File: config.mk
export PLATFORM = sky130hd
export DESIGN_NAME = spi_byte_ctrl
export DESIGN_NICKNAME = d
export VERILOG_FILES = /design/src/rtl/spi_byte_ctrl.sv
export SDC_FILE = /design/constraint.sdc
export NUM_CORES = 1
export LEC_CHECK = 0
export CORE_UTILIZATION = 42
export CTS_CLUSTER_DIAMETER = 60
export DETAILED_ROUTE_END_ITERATION = 7
export HOLD_SLACK_MARGIN = 0.05
export PLACE_DENSITY = 0.64
export SYNTH_ARGS = -nofsm -noshare
export SYNTH_HDL_FRONTEND = slang
export SYNTH_SLANG_ARGS = --single-unit
File: constraint.sdc
create_clock -name clk -period 2.92 [get_ports clk]
set_input_delay 0.584 -clock clk [delete_from_list [all_inputs] [get_ports clk]]
set_output_delay 0.584 -clock clk [all_outputs]
set_load 0.02 [all_outputs]
File: src/rtl/spi_byte_ctrl.sv
// Byte-level sequencer feeding the ILI9341 SPI shift stage: buffers {last, dc, data}
// requests in a small FIFO and drives load/shift/cs/dc plus a per-bit valid strobe.
module spi_byte_ctrl #(
   parameter int unsigned DW           = 8,
   parameter int unsigned DEPTH        = 4,
   parameter int unsigned HOLD_TIMEOUT = 64
) (
   input  logic          clk,
   input  logic          rst,
   input  logic          i_valid,
   input  logic [DW-1:0] i_data,
   input  logic          i_dc,
   input  logic          i_last,
   output logic          o_ready,
   output logic          o_load,
   output logic          o_shift_en,
   output logic [DW-1:0] o_data,
   output logic          o_dc,
   output logic          o_cs,
   output logic          o_bit_valid,
   output logic          o_busy
);

   localparam int unsigned AW = (DEPTH > 1) ? $clog2(DEPTH) : 1;
   localparam int unsigned CW = (DW > 2) ? $clog2(DW) : 1;
   localparam int unsigned TW = (HOLD_TIMEOUT > 1) ? $clog2(HOLD_TIMEOUT) : 1;

   localparam logic [CW-1:0] CNT_START = CW'(DW - 2);
   localparam logic [TW-1:0] TMR_LAST  = TW'(HOLD_TIMEOUT - 1);
   localparam logic [AW:0]   CNT_FULL  = (AW + 1)'(DEPTH);

   typedef enum logic [2:0] {
      S_IDLE,
      S_LOAD,
      S_SHIFT,
      S_WAIT,
      S_RELEASE
   } state_t;

   state_t         state;
   logic [DW+1:0]  mem [DEPTH];
   logic [AW-1:0]  wr_ptr;
   logic [AW-1:0]  rd_ptr;
   logic [AW:0]    count;
   logic [CW-1:0]  bit_cnt;
   logic [TW-1:0]  hold_tmr;
   logic           last_r;
   logic           full;
   logic           empty;
   logic           push;
   logic           pop;
   logic [DW+1:0]  head;

   assign full  = (count == CNT_FULL);
   assign empty = (count == '0);
   assign push  = i_valid && !full;
   assign pop   = (state == S_LOAD);
   assign head  = mem[rd_ptr];

   always_ff @(posedge clk) begin
      if (push) mem[wr_ptr] <= {i_last, i_dc, i_data};
   end

   always_ff @(posedge clk or negedge rst) begin
      if (!rst) begin
         wr_ptr <= '0;
         rd_ptr <= '0;
         count  <= '0;
      end else begin
         if (push) wr_ptr <= wr_ptr + AW'(1);
         if (pop)  rd_ptr <= rd_ptr + AW'(1);
         case ({push, pop})
            2'b10:   count <= count + 1'b1;
            2'b01:   count <= count - 1'b1;
            default: count <= count;
         endcase
      end
   end

   always_ff @(posedge clk or negedge rst) begin
      if (!rst) begin
         state       <= S_IDLE;
         bit_cnt     <= '0;
         hold_tmr    <= '0;
         last_r      <= 1'b0;
         o_bit_valid <= 1'b0;
      end else begin
         // MOSI carries a payload bit in the cycle after every LOAD/SHIFT cycle
         o_bit_valid <= (state == S_LOAD) || (state == S_SHIFT);
         case (state)
            S_IDLE: begin
               if (!empty) state <= S_LOAD;
            end
            S_LOAD: begin
               last_r  <= head[DW+1];
               bit_cnt <= CNT_START;
               state   <= S_SHIFT;
            end
            S_SHIFT: begin
               if (bit_cnt == '0) begin
                  if (last_r) begin
                     state <= S_RELEASE;
                  end else if (!empty) begin
                     state <= S_LOAD;
                  end else begin
                     state    <= S_WAIT;
                     hold_tmr <= '0;
                  end
               end else begin
                  bit_cnt <= bit_cnt - 1'b1;
               end
            end
            S_WAIT: begin
               if (!empty) begin
                  state    <= S_LOAD;
                  hold_tmr <= '0;
               end else if (hold_tmr == TMR_LAST) begin
                  state    <= S_RELEASE;
                  hold_tmr <= '0;
               end else begin
                  hold_tmr <= hold_tmr + 1'b1;
               end
            end
            S_RELEASE: begin
               state <= S_IDLE;
            end
            default: begin
               state <= S_IDLE;
            end
         endcase
      end
   end

   // RELEASE reuses the load path to park the shift stage at all-ones with CS high
   always_comb begin
      o_load     = 1'b0;
      o_shift_en = 1'b0;
      o_data     = '1;
      o_dc       = 1'b1;
      o_cs       = 1'b1;
      case (state)
         S_LOAD: begin
            o_load     = 1'b1;
            o_shift_en = 1'b1;
            o_cs       = 1'b0;
            o_data     = head[DW-1:0];
            o_dc       = head[DW];
         end
         S_SHIFT: begin
            o_shift_en = 1'b1;
            o_cs       = 1'b0;
         end
         S_WAIT: begin
            o_cs = 1'b0;
         end
         S_RELEASE: begin
            o_load     = 1'b1;
            o_shift_en = 1'b1;
         end
         default: begin
            o_cs = 1'b1;
         end
      endcase
   end

   assign o_ready = !full;
   assign o_busy  = !empty || (state != S_IDLE);

endmodule

# Word-level counts from Yosys, hierarchy flattened
# Memory sizes are Yosys's and may differ from the RTL's.
# Cells that the tools add are included.
[totals]
reg_bits = 21
mem_bits_rw = 40
in_bits = 13
out_inout_bits = 15
word_cells = 70
mem_count = 1
[op_classes]
add_sub_neg = 6
eq_ne = 14
mux = 23
n_reduce_logical = 18
[memory_table]
columns = ["name", "words", "word_bits", "read_ports", "rd_clocked_by_memory_dff", "write_ports", "line", "rtl"]
rows = [
  ["mem", 4, 10, 1, 0, 1, "41", "logic [DW+1:0] mem [DEPTH];"],
]
[ops]
columns = ["operator", "n"]
rows = [
  ["$mux W6", 5],
  ["$mux W3", 6],
  ["$pmux W3 S2", 2],
  ["$pmux W3 S4", 1],
  ["$pmux W6 S2", 1],
  ["$logic_not A3 Y1", 3],
  ["$mux W8", 1],
  ["$ne A2 B2 Y1 const B", 4],
  ["$add A6 B1 Y6 const B", 1],
  ["$eq A3 B2 Y1 const B", 2],
  ["$eq A3 B3 Y1 const B", 2],
  ["$eq A6 B6 Y1 const B", 1],
  ["$mux W1", 6],
  ["$reduce_bool A2 Y1", 3],
  ["$reduce_or A3 Y1", 2],
  ["$sub A3 B1 Y3 const B", 2],
  ["$add A2 B1 Y2 const B", 2],
  ["$reduce_and A4 Y1", 1],
  ["$add A3 B1 Y3 const B", 1],
  ["$eq A3 B1 Y1 const B", 1],
  ["$ne A3 B3 Y1 const B", 1],
  ["$reduce_and A3 Y1", 1],
  ["$reduce_bool A3 Y1", 1],
  ["$eq A2 B1 Y1 const B", 1],
  ["8 further kinds", 10],
]

# Longest topological paths before layout
[depth]
depth_word = 5
mapped_depth = 10
mapped_depth_nobuf = 10

# Worst setup path before layout
# No wires, ideal clock.
[synth_timing]
kind = "register to register"
startpoint = "reg count[0]"
endpoint = "reg count[2]"
setup_time_ps = 79
arrival_time_ps = 2045
required_time_ps = 2841
setup_slack_ps = 796
path_stages_with_launch = 11
path_buffers = 0
cell_sequence = "dfrtp_1 inv_1 nand3_1 and2_1 inv_1 ha_1 inv_1 fa_1 xor2_1 nor2_1 xor2_1"
[synth_via]
elab_chain_len = 5
[synth_rtl]
columns = ["item", "line", "rtl"]
rows = [
  ["start, declared", "44", "logic [AW:0] count;"],
  ["start signal, assigned", "73", "2'b10: count <= count + 1'b1;"],
  ["start signal, assigned", "74", "2'b01: count <= count - 1'b1;"],
  ["start signal, assigned", "75", "default: count <= count;"],
  ["$eq A3 B3 Y1 *", "54", "assign full = (count == CNT_FULL);"],
  ["$logic_not A1 Y1 *", "-", ""],
  ["named net o_ready", "14", "output logic o_ready,"],
  ["$logic_and A1 B1 Y1 *", "56", "assign push = i_valid && !full;"],
  ["$eq A2 B1 Y1 or $eq A2 B2 Y1 (tied branches)", "72", "case ({push, pop})"],
  ["$pmux W3 S2 or $reduce_bool A2 Y1 (tied branches)", "-", ""],
]
# Mark *: on every way through the listed nets, which the timed path passes. The rest lies on a longest branch.
# A chain may end at the register's enable or synchronous reset.

# Final worst setup path
[layout_timing]
startpoint = "reg rd_ptr[0]"
endpoint = "out o_data[5]"
[layout_via]
elab_chain_len = 2
[layout_rtl]
columns = ["item", "line", "rtl"]
rows = [
  ["start, declared", "43", "logic [AW-1:0] rd_ptr;"],
  ["start signal, assigned", "71", "if (pop) rd_ptr <= rd_ptr + AW'(1);"],
  ["$mem_v2 Z4 W10", "-", ""],
  ["$mux W8", "141", "case (state)"],
  ["end, declared", "17", "output logic [DW-1:0] o_data,"],
]
# No other way between the ends.

==> reports/metrics.cfg <==
[routing]
drt-vias-per-instance = 5.32
drt-initial-drc-count = 73
detail_route.first_pass.iterations = 4
ant_nets = 0
detail_route.wirelength_um = 4740
wl_per_cell_um = 15.9
routed-via-count = 1585
drc = 0

[global_routing]
grt_pass1_vias = 1577
grt_max_degree = 22
number_of_antenna_violations_at_the_first_check_in_global_routing = 0
grt_first_pass_wirelength_um = 7860
total_grt_usage = 0.166
total_congestion_overflow_after_global_routing = 0

[clock_network]
tritoncts_clock_tree = done
post_cts_hold_buffer_count = 0
cts.repair_timing.setup_buffer_count = 0
cts.reportedPaths.clkPinSlew_ns = 0.06
clockRootBuffer = clkbuf_8
cts_sinks = 61
cts_htree_levels = 3
insertion_delay_ns = 0.33
ctsLongestPathBuffers = 2
tritoncts.num_buffers = 9
cts_repair_resize_count = 0

[placement]
dp_slack_ns = 0.407
dp.final_hpwl_um = 3190
port_buffers = 27
gp_congestion = 0.742
place_inst = 282

[timing]
worst_slack_ns = 0.162
final.min_clock_period_ns = 2.76
setup_viol = 0
layout_worst_path_cycle_share = 0.944
slew_viol_final = 0
grt_setup_unrepaired = no
sum_of_negative_setup_slack_ns = 0
max_freq_mhz = 363
worst_slew_pin_slew_ns = 0.577
slew_headroom = 0.616
fin_skew_ns = 0.00754
hold_violations = 0

[floorplanning]
std_cell_rows = 29
die_width_um = 82.6
starting_density_of_the_core = 0.432
fp.dieH_um = 82.6
floorplan.core_area_um2 = 6310
boundaryPins = 28
floorplan.die_area_um2 = 6830

[synthesis]
postSynthCellCount = 181
synth_fp_nets = 203
synth_area_leaders = edfxtp_1, dfrtp_1, mux4_2
synth.distinct_cells = 45
syn-cell-area_um2 = 2730
ys_warn_count = 0
postSynth.topFlopCell = edfxtp_1
synth_top_cell_area_share = 0.440
synthDominantAreaCellType = edfxtp_1
share_of_the_yosys_chip_area_belonging_to_registers = 0.632
postSynthAreaPerCell_um2 = 15.1
synthArstFlopShare = 0.344
synth_enable_flop_cells = 40
synth.ff_latch_count = 61

[pwr]
power.internal_mw = 2.33
static-leakage-power_nw = 1.26
p_seq_frac = 0.377
clock_power_share = 0.227
switching_share = 0.332
total_switching_power_mw = 1.16
cellPowerDensity_nw_per_um2 = 1050
irDropWorstVdd_mv = 0.654
comb_power_share = 0.396

[setup_path]
worst_path_largest_cell_delay_ns = 0.56
worst_setup_path_start_kind = flip-flop
timing.critical_path.arrival_ns = 2.17
worstPathMaxFanout = 11
criticalPathCategory = reg -> out
critPathCaptureType = output pin
worst_path_max_delay_cell = clkdlybuf4s50_1
critPathRequiredTime_ns = 2.34
critical_path.cell_chain = buf_6 -> mux4_2 -> nand2b_1 -> clkdlybuf4s50_1

[finish]
layout_commonest_cell = edfxtp_1
instances_no_fill = 298
nNetsFinal = 238
layout-drive-gt1-share = 0.167
area_growth_from_synthesis_to_layout_pct = 21.3
antenna_cells = 0
final.fill_count = 551
final_cell_mix = edfxtp_1, clkdlybuf4s50_1, dfrtp_1

[worst_hold_path]
hold_path_class = reg -> reg

[run_status]
status = complete, no violations

[job]
cap_violations = 0

[registers in the layout, indices dropped and copies added (netlist names), 2 cells and up]
| signal | count |
|---|---|
| mem | 40 |
| hold_tmr | 6 |
| bit_cnt | 3 |
| count | 3 |
| state | 3 |
| rd_ptr | 2 |
| wr_ptr | 2 |
[metal layers]
metal	global-route usage	share of wire	routed length, µm	vias to the layer above
met5	0	0	0	-
met4	0.0603	0.014	64	0
met3	0.0648	0.045	213	8
met2	0.276	0.51	2430	42
met1	0.195	0.43	2030	780
li1	-	-	-	755
[worst max-delay path, delay by kind of cell, from the launching register on]
family,cells,cell delay [ns]
flops,1,0.38
buf+inv,2,0.77
mux,1,0.52
simple gates,1,0.17
[cells by family after synthesis]
kind of cell | Yosys count | share of synthesized area
xor gates and xnor gates | 9 | 0.0289
muxes | 14 | 0.0985
DFF | 61 | 0.632
buffers and inverters | 15 | 0.0234
AOI/OAI and AO/OA | 25 | 0.0724
and+or+nand+nor | 48 | 0.100
adders and majority gates | 9 | 0.0440
[power groups by stage]
stage | logic, mW | clock network, mW | registers [mW]
after floorplan | 1.01 | 0 | 1.27
after global placement | 1.38 | 0 | 1.32
after detailed placement | 1.39 | 0 | 1.33
after CTS | 1.40 | 0.818 | 1.32
after global routing | 1.54 | 0.850 | 1.34
final | 1.38 | 0.792 | 1.31
[final cells by class]
class	instances	area (µm²)	share of cell area
well taps	77	96.3	0.0291
repair buffers	31	304	0.0918
flip-flops and latches	61	1730	0.522
clock inverters	7	88.8	0.0268
inverters	8	30.0	0.00907
multi-input cells	105	941	0.284
clock buffers	9	124	0.0374
[worst paths after layout]
path	from	endpoint	slack, ns	cells after the start
max	rd_ptr[0]	o_data[5]	0.16	4
min	bit_cnt[1]	bit_cnt[1]	0.52	1
max reg2reg	state[2]	count[2]	0.65	8
min reg2reg	bit_cnt[1]	bit_cnt[1]	0.52	1
max in group asynchronous	rst	hold_tmr[0]	2.08	2
min in group asynchronous	rst	state[2]	0.61	2
[cell usage after synthesis, types with 2 or more instances]
cell type and instances:
o21ai_0 5, nor3_1 4, nor2_1 7, a221o_1 3
nor3b_1 2, nor2b_1 3, xor2_1 4, mux4_2 10
and2_1 2, ha_1 8, clkbuf_1 3, buf_2 2
edfxtp_1 40, mux2_2 3, inv_1 8, dfrtp_1 21
nand3_1 5, a22o_1 2, nand2b_1 10, and3_1 6
xnor2_1 5, nand2_1 5
[through the flow]
| stage | hold slack (ns) | total power, mW | utilization | area, µm² |
|---|---|---|---|---|
| CTS | 0.525 | 3.53 | 0.524 | 3310 |
| floorplan | 0.288 | 2.28 | - | 2730 |
| global route | 0.541 | 3.73 | 0.524 | 3310 |
| detailed placement | 0.510 | 2.72 | 0.490 | 3090 |
| finish | 0.519 | 3.49 | 0.524 | 3310 |
| global placement | 0.503 | 2.70 | 0.490 | 3090 |
Power figures use the tool's default switching activity.
